===== src/rtl/seg_595_pkg.sv =====
`default_nettype none
// ============================================================================
//  Module   : seg_595_pkg
//  Brief    : Shared frame geometry, segment glyph constants and glyph decode
//             for the 74HC595 seven-segment capture path.
//  Revision : 1.0  initial release
// ============================================================================
package seg_595_pkg;

    localparam int FRAME_BITS  = 14;
    localparam int SEL_W       = 6;
    localparam int SEG_W       = 8;
    localparam int BIT_CNT_W   = 4;
    localparam logic [BIT_CNT_W-1:0] BIT_CNT_MAX  = 4'd15;
    localparam logic [BIT_CNT_W-1:0] BIT_CNT_FULL = 4'(FRAME_BITS);

    // Active-low segment bytes, bit7 = dp (off), bit6 = g .. bit0 = a
    localparam logic [SEG_W-1:0] SEG_0     = 8'hc0;
    localparam logic [SEG_W-1:0] SEG_1     = 8'hf9;
    localparam logic [SEG_W-1:0] SEG_2     = 8'ha4;
    localparam logic [SEG_W-1:0] SEG_3     = 8'hb0;
    localparam logic [SEG_W-1:0] SEG_4     = 8'h99;
    localparam logic [SEG_W-1:0] SEG_5     = 8'h92;
    localparam logic [SEG_W-1:0] SEG_6     = 8'h82;
    localparam logic [SEG_W-1:0] SEG_7     = 8'hf8;
    localparam logic [SEG_W-1:0] SEG_8     = 8'h80;
    localparam logic [SEG_W-1:0] SEG_9     = 8'h90;
    localparam logic [SEG_W-1:0] SEG_A     = 8'h88;
    localparam logic [SEG_W-1:0] SEG_B     = 8'h83;
    localparam logic [SEG_W-1:0] SEG_C     = 8'hc6;
    localparam logic [SEG_W-1:0] SEG_D     = 8'ha1;
    localparam logic [SEG_W-1:0] SEG_E     = 8'h86;
    localparam logic [SEG_W-1:0] SEG_F     = 8'h8e;
    localparam logic [SEG_W-1:0] SEG_MINUS = 8'hbf;
    localparam logic [SEG_W-1:0] SEG_BLANK = 8'hff;

    typedef struct packed {
        logic       valid;
        logic [3:0] code;
    } glyph_t;

    // Map a 7-bit segment pattern (dp excluded) back to its hex code.
    // '-' and blank are legal and carry code 0.
    function automatic glyph_t glyph_decode(input logic [6:0] pat);
        glyph_t g;
        g.valid = 1'b1;
        g.code  = 4'h0;
        case (pat)
            SEG_0[6:0]:     g.code = 4'h0;
            SEG_1[6:0]:     g.code = 4'h1;
            SEG_2[6:0]:     g.code = 4'h2;
            SEG_3[6:0]:     g.code = 4'h3;
            SEG_4[6:0]:     g.code = 4'h4;
            SEG_5[6:0]:     g.code = 4'h5;
            SEG_6[6:0]:     g.code = 4'h6;
            SEG_7[6:0]:     g.code = 4'h7;
            SEG_8[6:0]:     g.code = 4'h8;
            SEG_9[6:0]:     g.code = 4'h9;
            SEG_A[6:0]:     g.code = 4'ha;
            SEG_B[6:0]:     g.code = 4'hb;
            SEG_C[6:0]:     g.code = 4'hc;
            SEG_D[6:0]:     g.code = 4'hd;
            SEG_E[6:0]:     g.code = 4'he;
            SEG_F[6:0]:     g.code = 4'hf;
            SEG_MINUS[6:0]: g.code = 4'h0;
            SEG_BLANK[6:0]: g.code = 4'h0;
            default:        g.valid = 1'b0;
        endcase
        return g;
    endfunction

    function automatic logic is_onehot(input logic [SEL_W-1:0] v);
        return (v != '0) && ((v & (v - 1'b1)) == '0);
    endfunction

endpackage
`default_nettype wire


===== src/rtl/hc595_deser.sv =====
`default_nettype none
// ============================================================================
//  Module   : hc595_deser
//  Brief    : Pin synchronizers, shcp/stcp rise detection, 14-bit shift
//             register and frame-length check of a 74HC595 pair receiver.
//  Revision : 1.0  initial release
// ============================================================================
module hc595_deser
    import seg_595_pkg::*;
#(
    parameter int SYNC_STAGES = 2
) (
    input  logic             sys_clk,
    input  logic             sys_rst_n,
    input  logic             ds,
    input  logic             shcp,
    input  logic             stcp,
    input  logic             oe,
    output logic [SEL_W-1:0] sel_raw,
    output logic [SEG_W-1:0] seg_raw,
    output logic             latch_stb,
    output logic             len_ok,
    output logic             disp_on
);

    logic [SYNC_STAGES-1:0] ds_sync_q, shcp_sync_q, stcp_sync_q;
    logic                   shcp_prev_q, stcp_prev_q;
    // oe chain is one stage short; disp_on_q is its final (inverting) stage
    logic [SYNC_STAGES-2:0] oe_sync_q, oe_sync_d;
    logic                   disp_on_q;

    logic [FRAME_BITS-1:0]  sr_q, sr_d;
    logic [BIT_CNT_W-1:0]   bit_cnt_q, bit_cnt_d;
    logic [SEL_W-1:0]       sel_raw_q, sel_raw_d;
    logic [SEG_W-1:0]       seg_raw_q, seg_raw_d;
    logic                   latch_stb_q, latch_stb_d;
    logic                   len_ok_q, len_ok_d;

    logic                   shcp_rise, stcp_rise, ds_s;

    assign shcp_rise = shcp_sync_q[SYNC_STAGES-1] & ~shcp_prev_q;
    assign stcp_rise = stcp_sync_q[SYNC_STAGES-1] & ~stcp_prev_q;
    assign ds_s      = ds_sync_q[SYNC_STAGES-1];

    // Next value of the oe chain (written as a loop so depth 2 needs no slice)
    always_comb begin
        oe_sync_d = oe_sync_q;
        for (int i = SYNC_STAGES - 2; i > 0; i--) begin
            oe_sync_d[i] = oe_sync_q[i-1];
        end
        oe_sync_d[0] = oe;
    end

    // Pin synchronizers plus the extra edge-detect flop on shcp/stcp
    always_ff @(posedge sys_clk) begin
        if (!sys_rst_n) begin
            ds_sync_q   <= '0;
            shcp_sync_q <= '0;
            stcp_sync_q <= '0;
            shcp_prev_q <= 1'b0;
            stcp_prev_q <= 1'b0;
            oe_sync_q   <= '1;
            disp_on_q   <= 1'b0;
        end else begin
            ds_sync_q   <= {ds_sync_q[SYNC_STAGES-2:0], ds};
            shcp_sync_q <= {shcp_sync_q[SYNC_STAGES-2:0], shcp};
            stcp_sync_q <= {stcp_sync_q[SYNC_STAGES-2:0], stcp};
            shcp_prev_q <= shcp_sync_q[SYNC_STAGES-1];
            stcp_prev_q <= stcp_sync_q[SYNC_STAGES-1];
            oe_sync_q   <= oe_sync_d;
            disp_on_q   <= ~oe_sync_q[SYNC_STAGES-2];
        end
    end

    // Shift/latch next-state: a latch always sees the pre-shift frame, and a
    // coincident shift starts the following frame at one bit
    always_comb begin
        sr_d        = sr_q;
        bit_cnt_d   = bit_cnt_q;
        sel_raw_d   = sel_raw_q;
        seg_raw_d   = seg_raw_q;
        len_ok_d    = len_ok_q;
        latch_stb_d = 1'b0;
        if (stcp_rise) begin
            latch_stb_d = 1'b1;
            len_ok_d    = (bit_cnt_q == BIT_CNT_FULL);
            // first wire bit lands in sr[13] and is sel[0]
            for (int k = 0; k < SEL_W; k++) begin
                sel_raw_d[k] = sr_q[FRAME_BITS-1-k];
            end
            seg_raw_d   = sr_q[SEG_W-1:0];
            bit_cnt_d   = '0;
        end
        if (shcp_rise) begin
            sr_d = {sr_q[FRAME_BITS-2:0], ds_s};
            if (stcp_rise) begin
                bit_cnt_d = 4'd1;
            end else if (bit_cnt_q != BIT_CNT_MAX) begin
                bit_cnt_d = bit_cnt_q + 4'd1;
            end
        end
    end

    // Shift register, bit counter and latch snapshot registers
    always_ff @(posedge sys_clk) begin
        if (!sys_rst_n) begin
            sr_q        <= '0;
            bit_cnt_q   <= '0;
            sel_raw_q   <= '0;
            seg_raw_q   <= SEG_BLANK;
            latch_stb_q <= 1'b0;
            len_ok_q    <= 1'b0;
        end else begin
            sr_q        <= sr_d;
            bit_cnt_q   <= bit_cnt_d;
            sel_raw_q   <= sel_raw_d;
            seg_raw_q   <= seg_raw_d;
            latch_stb_q <= latch_stb_d;
            len_ok_q    <= len_ok_d;
        end
    end

    assign sel_raw   = sel_raw_q;
    assign seg_raw   = seg_raw_q;
    assign latch_stb = latch_stb_q;
    assign len_ok    = len_ok_q;
    assign disp_on   = disp_on_q;

endmodule
`default_nettype wire


===== src/rtl/seg_595_capture.sv =====
`default_nettype none
// ============================================================================
//  Module   : seg_595_capture
//  Brief    : Rebuilds 74HC595 sel/seg frames from the serial pins, validates
//             them and decodes the segment pattern into a per-digit buffer.
//  Revision : 1.0  initial release
// ============================================================================
module seg_595_capture
    import seg_595_pkg::*;
#(
    parameter int SYNC_STAGES = 2
) (
    input  logic                 sys_clk,
    input  logic                 sys_rst_n,
    input  logic                 ds,
    input  logic                 shcp,
    input  logic                 stcp,
    input  logic                 oe,
    output logic [SEL_W-1:0]     sel_q,
    output logic [SEG_W-1:0]     seg_q,
    output logic [4*SEL_W-1:0]   digits,
    output logic [SEL_W-1:0]     dp,
    output logic [SEL_W-1:0]     minus,
    output logic [SEL_W-1:0]     blank,
    output logic                 disp_on,
    output logic                 frame_vld,
    output logic                 err
);

    logic [SEL_W-1:0]   sel_raw;
    logic [SEG_W-1:0]   seg_raw;
    logic               latch_stb, len_ok;

    hc595_deser #(
        .SYNC_STAGES (SYNC_STAGES)
    ) u_deser (
        .sys_clk   (sys_clk),
        .sys_rst_n (sys_rst_n),
        .ds        (ds),
        .shcp      (shcp),
        .stcp      (stcp),
        .oe        (oe),
        .sel_raw   (sel_raw),
        .seg_raw   (seg_raw),
        .latch_stb (latch_stb),
        .len_ok    (len_ok),
        .disp_on   (disp_on)
    );

    logic [SEL_W-1:0]   sel_lat_q, sel_lat_d;
    logic [SEG_W-1:0]   seg_lat_q, seg_lat_d;
    logic [4*SEL_W-1:0] digits_q, digits_d;
    logic [SEL_W-1:0]   dp_q, dp_d, minus_q, minus_d, blank_q, blank_d;
    logic               frame_vld_q, frame_vld_d, err_q, err_d;
    glyph_t             glyph;
    logic               accept;

    // Frame check and digit-buffer update; only the selected digit changes
    always_comb begin
        glyph       = glyph_decode(seg_raw[6:0]);
        accept      = latch_stb & len_ok & is_onehot(sel_raw) & glyph.valid;
        frame_vld_d = accept;
        err_d       = latch_stb & ~accept;
        sel_lat_d   = sel_lat_q;
        seg_lat_d   = seg_lat_q;
        digits_d    = digits_q;
        dp_d        = dp_q;
        minus_d     = minus_q;
        blank_d     = blank_q;
        if (accept) begin
            sel_lat_d = sel_raw;
            seg_lat_d = seg_raw;
            for (int i = 0; i < SEL_W; i++) begin
                if (sel_raw[i]) begin
                    digits_d[4*i +: 4] = glyph.code;
                    dp_d[i]    = ~seg_raw[7];
                    minus_d[i] = (seg_raw[6:0] == SEG_MINUS[6:0]);
                    blank_d[i] = (seg_raw[6:0] == SEG_BLANK[6:0]);
                end
            end
        end
    end

    // Latched frame, digit buffer and status pulses
    always_ff @(posedge sys_clk) begin
        if (!sys_rst_n) begin
            sel_lat_q   <= '0;
            seg_lat_q   <= SEG_BLANK;
            digits_q    <= '0;
            dp_q        <= '0;
            minus_q     <= '0;
            blank_q     <= '1;
            frame_vld_q <= 1'b0;
            err_q       <= 1'b0;
        end else begin
            sel_lat_q   <= sel_lat_d;
            seg_lat_q   <= seg_lat_d;
            digits_q    <= digits_d;
            dp_q        <= dp_d;
            minus_q     <= minus_d;
            blank_q     <= blank_d;
            frame_vld_q <= frame_vld_d;
            err_q       <= err_d;
        end
    end

    assign sel_q     = sel_lat_q;
    assign seg_q     = seg_lat_q;
    assign digits    = digits_q;
    assign dp        = dp_q;
    assign minus     = minus_q;
    assign blank     = blank_q;
    assign frame_vld = frame_vld_q;
    assign err       = err_q;

endmodule
`default_nettype wire


===== config.mk =====
export PLATFORM = sky130hd
export DESIGN_NAME = seg_595_capture
export DESIGN_NICKNAME = d
export VERILOG_FILES = /design/src/rtl/seg_595_pkg.sv /design/src/rtl/hc595_deser.sv /design/src/rtl/seg_595_capture.sv
export SDC_FILE = /design/constraint.sdc
export NUM_CORES = 1
export LEC_CHECK = 0
export ABC_AREA = 0
export ABC_CLOCK_PERIOD_IN_PS = 3300
export CORE_UTILIZATION = 40
export CTS_CLUSTER_DIAMETER = 200
export DETAILED_ROUTE_END_ITERATION = 10
export SLEW_MARGIN = 40
export SYNTH_ARGS = -nofsm -noshare
export SYNTH_HDL_FRONTEND = slang
export SYNTH_SLANG_ARGS = --single-unit

===== constraint.sdc =====
create_clock -name sys_clk -period 3.3 [get_ports sys_clk]
set_input_delay 0.495 -clock sys_clk [delete_from_list [all_inputs] [get_ports sys_clk]]
set_output_delay 0.495 -clock sys_clk [all_outputs]
set_load 0.05 [all_outputs]

==> report_table.html <==
<table>
<tr><th>Metric</th><th>Value</th></tr>
<tr><th colspan="2">Outcome</th></tr>
<tr><td>Outcome</td><td>complete, no violations</td></tr>
<tr><th colspan="2">Power</th></tr>
<tr><td>Leakage power total</td><td>about 0.0017 uW</td></tr>
<tr><td>Maximum ir drop on the vdd rail</td><td>0.242 mV</td></tr>
<tr><td>Cell Pwr Density</td><td>438 nW/um^2</td></tr>
<tr><th colspan="2">Routing</th></tr>
<tr><td>Total iterations of the first detailed-routing run</td><td>4</td></tr>
<tr><td>Total length of routed wires</td><td>8.95 mm</td></tr>
<tr><td>Antenna Violating Nets Remaining</td><td>0</td></tr>
<tr><td>Count of routing violations after the opening detailed-route iteration</td><td>a little under 100</td></tr>
<tr><td>Total number of vias</td><td>3083</td></tr>
<tr><td>Mean number of vias per cell</td><td>5.02</td></tr>
<tr><td>DRC violations left</td><td>0</td></tr>
<tr><td>Avg WL per Cell</td><td>14.6 um</td></tr>
<tr><th colspan="2">Layout</th></tr>
<tr><td>Area growth from synthesis to final layout</td><td>20.6%</td></tr>
<tr><td>Area of all placed cells without fillers</td><td>4950 sq um</td></tr>
<tr><td>Ratio of cells with drive above 1 in the final layout</td><td>6.03%</td></tr>
<tr><td>Layout Nets</td><td>about 490</td></tr>
<tr><td>Layout Cells excl Fill</td><td>614</td></tr>
<tr><td>Fill cell total of the finished layout</td><td>945</td></tr>
<tr><td># diodes</td><td>0</td></tr>
<tr><th colspan="2">Clocking</th></tr>
<tr><td>Count of clock tree sinks</td><td>102</td></tr>
<tr><td>Resize count post-CTS</td><td>0</td></tr>
<tr><td>TritonCTS buffer count</td><td>9</td></tr>
<tr><td>Clock Latency Late Sink</td><td>around 360 ps</td></tr>
<tr><td>CTS max path bufs</td><td>2</td></tr>
<tr><td>CTS Root Buffer Type</td><td>clkbuf_8</td></tr>
<tr><td>Clock tree from TritonCTS</td><td>built</td></tr>
<tr><td>Worst-path clk slew</td><td>100 ps</td></tr>
<tr><td>Number of post-CTS setup repair buffers</td><td>0</td></tr>
<tr><td>H-tree levels</td><td>3</td></tr>
<tr><td>CTS Hold Buffers Added</td><td>0</td></tr>
<tr><th colspan="2">Worst setup path</th></tr>
<tr><td>Worst R2R Setup Slack</td><td>530 ps</td></tr>
<tr><td>Critical Path RT</td><td>3550 ps</td></tr>
<tr><td>Data arrival time of the critical path</td><td>between 3000 and 4000 ps</td></tr>
<tr><td>Critical Path Fanout Max</td><td>15</td></tr>
<tr><td>CP cell instances</td><td>inv_1 -&gt; nand2_1 -&gt; a2111oi_0 -&gt; or4_4 -&gt; and2_1 -&gt; mux2_1</td></tr>
<tr><td>Worst setup path endpoint</td><td>seg_q[7]$_SDFFE_PN1P_</td></tr>
<tr><td>Worst setup path startpoint</td><td>u_deser.seg_raw[4]$_SDFFE_PN1P_</td></tr>
<tr><td>Reg2reg path depth</td><td>6</td></tr>
<tr><td>Startpoint of the most critical register-to-register path</td><td>u_deser.seg_raw[4]$_SDFFE_PN1P_</td></tr>
<tr><td>Sort of element at the end of the critical path</td><td>flip-flop</td></tr>
<tr><td>Crit Path Category</td><td>flip-flop to flip-flop</td></tr>
<tr><td>Kind of start point of the critical path</td><td>flip-flop</td></tr>
<tr><td>Master of the slowest instance on the critical path</td><td>a2111oi_0</td></tr>
<tr><td>R2r endpoint</td><td>seg_q[7]$_SDFFE_PN1P_</td></tr>
<tr><td>Crit path largest cell delay</td><td>710 ps</td></tr>
<tr><th colspan="2">Yosys</th></tr>
<tr><td>Dominant register cell in the synthesized netlist</td><td>dfxtp_1</td></tr>
<tr><td>Ys Warns</td><td>0</td></tr>
<tr><td>Part of the Yosys area used for sequential elements</td><td>between 40% and 50%</td></tr>
<tr><td>Yosys cell types</td><td>53</td></tr>
<tr><td>Fraction of registers with async set/reset</td><td>0%</td></tr>
<tr><td>Flip-flop and latch count after synthesis</td><td>102</td></tr>
<tr><td>Count of flip-flops with a built-in enable after synthesis</td><td>0</td></tr>
<tr><td>Syn Area/Cell</td><td>approximately 9.5 sq um</td></tr>
<tr><td>Net count after synthesis</td><td>439</td></tr>
<tr><td>Post-Syn Area</td><td>roughly 4000 sq um</td></tr>
<tr><td>Post-Synthesis Cells</td><td>between 400 and 500</td></tr>
<tr><th colspan="2">Timing</th></tr>
<tr><td>Final critical-path setup slack</td><td>between 500 and 600 ps</td></tr>
<tr><td>Total Negative Setup Slacks</td><td>0 ps</td></tr>
<tr><td>Upper clock frequency limit</td><td>361 MHz</td></tr>
<tr><td>Count of final hold-check violations</td><td>0</td></tr>
<tr><td>Final setup skew</td><td>9.95 ps</td></tr>
<tr><td>Max-slew headroom at the worst pin</td><td>48.2%</td></tr>
<tr><td>Slew @ Worst Pin</td><td>757 ps</td></tr>
<tr><td>Post-layout minimum cycle time</td><td>approximately 2800 ps</td></tr>
<tr><td># setup viols final</td><td>0</td></tr>
<tr><td>Final critical-path share of the clock period</td><td>83.8%</td></tr>
<tr><td>Unrepaired setup endpoints after global routing</td><td>false</td></tr>
<tr><td>Count of pins over their slew limit</td><td>0</td></tr>
<tr><th colspan="2">Placed design</th></tr>
<tr><td>Post-Place Setup Slack</td><td>~730 ps</td></tr>
<tr><td>RePlAce Congestion</td><td>0.732</td></tr>
<tr><td>Number of cells in the design after placement</td><td>599</td></tr>
<tr><td>DP Wirelength</td><td>6.36 mm</td></tr>
<tr><td>Cell area reported after detailed placement</td><td>4740 sq um</td></tr>
<tr><td>Total of buffers placed on input and output ports</td><td>64</td></tr>
<tr><th colspan="2">Floorplanning</th></tr>
<tr><td>Die footprint</td><td>10700 sq um</td></tr>
<tr><td>Starting Density</td><td>41.6%</td></tr>
<tr><td>Num rows</td><td>36</td></tr>
<tr><td>Die boundary width</td><td>103 um</td></tr>
<tr><td>Die height</td><td>103 um</td></tr>
<tr><td>Placeable core region</td><td>9860 sq um</td></tr>
<tr><td>I/O pin total</td><td>65</td></tr>
<tr><th colspan="2">Job</th></tr>
<tr><td>Max-Cap Viols</td><td>0</td></tr>
<tr><th colspan="2">Global routing</th></tr>
<tr><td>GRT Overall Usage</td><td>17.7%</td></tr>
<tr><td>Antenna violations before repair</td><td>0</td></tr>
<tr><td>Global-route wire length before repair</td><td>14.3 mm</td></tr>
<tr><td>Residual overflow from global routing</td><td>0</td></tr>
<tr><td>Vias in the first global route</td><td>2751</td></tr>
<tr><td>Largest net degree at the start of global routing</td><td>32</td></tr>
<tr><th colspan="2">Worst hold path</th></tr>
<tr><td>Worst hold path type</td><td>flip-flop to flip-flop</td></tr>
</table>
[final cells by class]
class	count	area, sq um	share of cell area, %
clock buffer	11	151	3.06
clock inverter	4	53.8	1.09
inverter	9	33.8	0.682
multi-input combinational	287	1840	37.1
sequential	102	2040	41.2
tap	133	166	3.36
timing repair buffer	68	666	13.4
[power breakdown]
group	internal, uW	leakage, uW	switching (uW)
sequential	1240	0.000825	19.0
clock	391	0.0000980	416
combinational	36.1	0.000803	63.1
[metal layers]
| metal | part of all wire, % | vias up | GRT usage, % |
|---|---|---|---|
| met5 | 0 | - | 0 |
| met4 | 0.80 | 0 | 3.90 |
| met3 | 4.3 | 10 | 3.90 |
| met2 | 46 | 74 | 28.7 |
| met1 | 49 | 1440 | 24.1 |
| li1 | - | 1559 | - |
[through the flow]
| stage | power (uW) | hold slack [ps] | utilization, % |
|---|---|---|---|
| final | 2170 | 403 | 50.2 |
| after global routing | 2260 | 434 | 50.2 |
| after CTS | 2200 | 403 | 50.2 |
| after detailed placement | 1390 | 381 | 48.1 |
| after global placement | 1390 | 369 | 48.1 |
| after floorplan | 1370 | 367 | - |
[critical path: cells and delay by family, from the launching register on]
kind	cells	cell delay (ps)
AND/OR/NAND/NOR	3	930
AO/OA/AOI/OAI	1	710
flip-flops	1	450
multiplexers	1	360
buffers and inverters	1	210
[cells in the final DEF, fill, tap and decap left out, types with 2 or more instances in the layout]
cell,instances
nor2_1,14
o2bb2ai_1,6
clkinvlp_4,2
and2_1,11
buf_4,4
clkbuf_8,11
ha_1,2
dfxtp_1,102
and4_1,2
nand3_1,3
o21ai_0,4
nand2_1,84
clkdlybuf4s50_1,63
and3_4,2
a21boi_0,15
and3_1,5
nand4_1,3
a211oi_1,4
o22a_1,2
o21ai_1,2
mux2i_1,44
nand2b_1,13
a31oi_1,6
xor2_1,2
a21oi_1,18
a22o_1,6
nor3_1,4
nor2b_1,11
inv_1,8
[worst min path at each step]
stage | start | to | slack (ps) | cells after the start
5_1_grt | u_deser.oe_sync_q$_SDFF_PN1_ | u_deser.disp_on$_SDFF_PN0_ | 430 | 1
3_5_place_dp | u_deser.oe_sync_q$_SDFF_PN1_ | u_deser.disp_on$_SDFF_PN0_ | 380 | 1
3_3_place_gp | u_deser.oe_sync_q$_SDFF_PN1_ | u_deser.disp_on$_SDFF_PN0_ | 370 | 1
4_1_cts | u_deser.oe_sync_q$_SDFF_PN1_ | u_deser.disp_on$_SDFF_PN0_ | 400 | 1
2_1_floorplan | u_deser.oe_sync_q$_SDFF_PN1_ | u_deser.disp_on$_SDFF_PN0_ | 370 | 1
6_report | u_deser.oe_sync_q$_SDFF_PN1_ | u_deser.disp_on$_SDFF_PN0_ | 400 | 1
[flip-flops by register name, summed over array words and instances (netlist names), 2 cells and up]
name	cells
digits	24
u_deser.sr_q	14
seg_q	8
u_deser.seg_raw	8
blank	6
dp	6
minus	6
sel_q	6
u_deser.sel_raw	6
u_deser.bit_cnt_q	4
u_deser.ds_sync_q	2
u_deser.shcp_sync_q	2
u_deser.stcp_sync_q	2
[synth_stat cells (all sizes together) (2+ instances only)]
library cell	count	area share, %
a211oi	4	0.73
a21boi	15	2.7
a21oi	18	2.2
a22o	6	1.3
a31oi	6	0.91
and2	11	1.7
and3	7	1.3
and4	2	0.43
buf	16	3.2
clkbuf	17	1.6
dfxtp	102	50
ha	2	0.61
inv	8	0.73
mux2i	44	11
nand2	84	7.7
nand2b	13	2.0
nand3	3	0.37
nand4	3	0.46
nor2	15	1.4
nor2b	11	1.7
nor3	4	0.49
nor3b	2	0.49
o21ai	6	0.73
o22a	2	0.43
o2bb2ai	6	1.3
o31ai	2	0.37
or4	2	0.46
xor2	2	0.43
[kinds of logic (layout without fill, tap and decap cells)]
family	count (synthesis)	in the layout	synth area share [%]
AOI/OAI and AO/OA	74	74	12.8
xor gates and xnor gates	2	2	0.427
adders and majority gates	2	2	0.609
buffers and inverters	42	92	5.61
DFF	102	102	49.7
muxes	45	45	11.0
and+or+nand+nor	164	164	19.9
(Power assumes the default switching activity.)
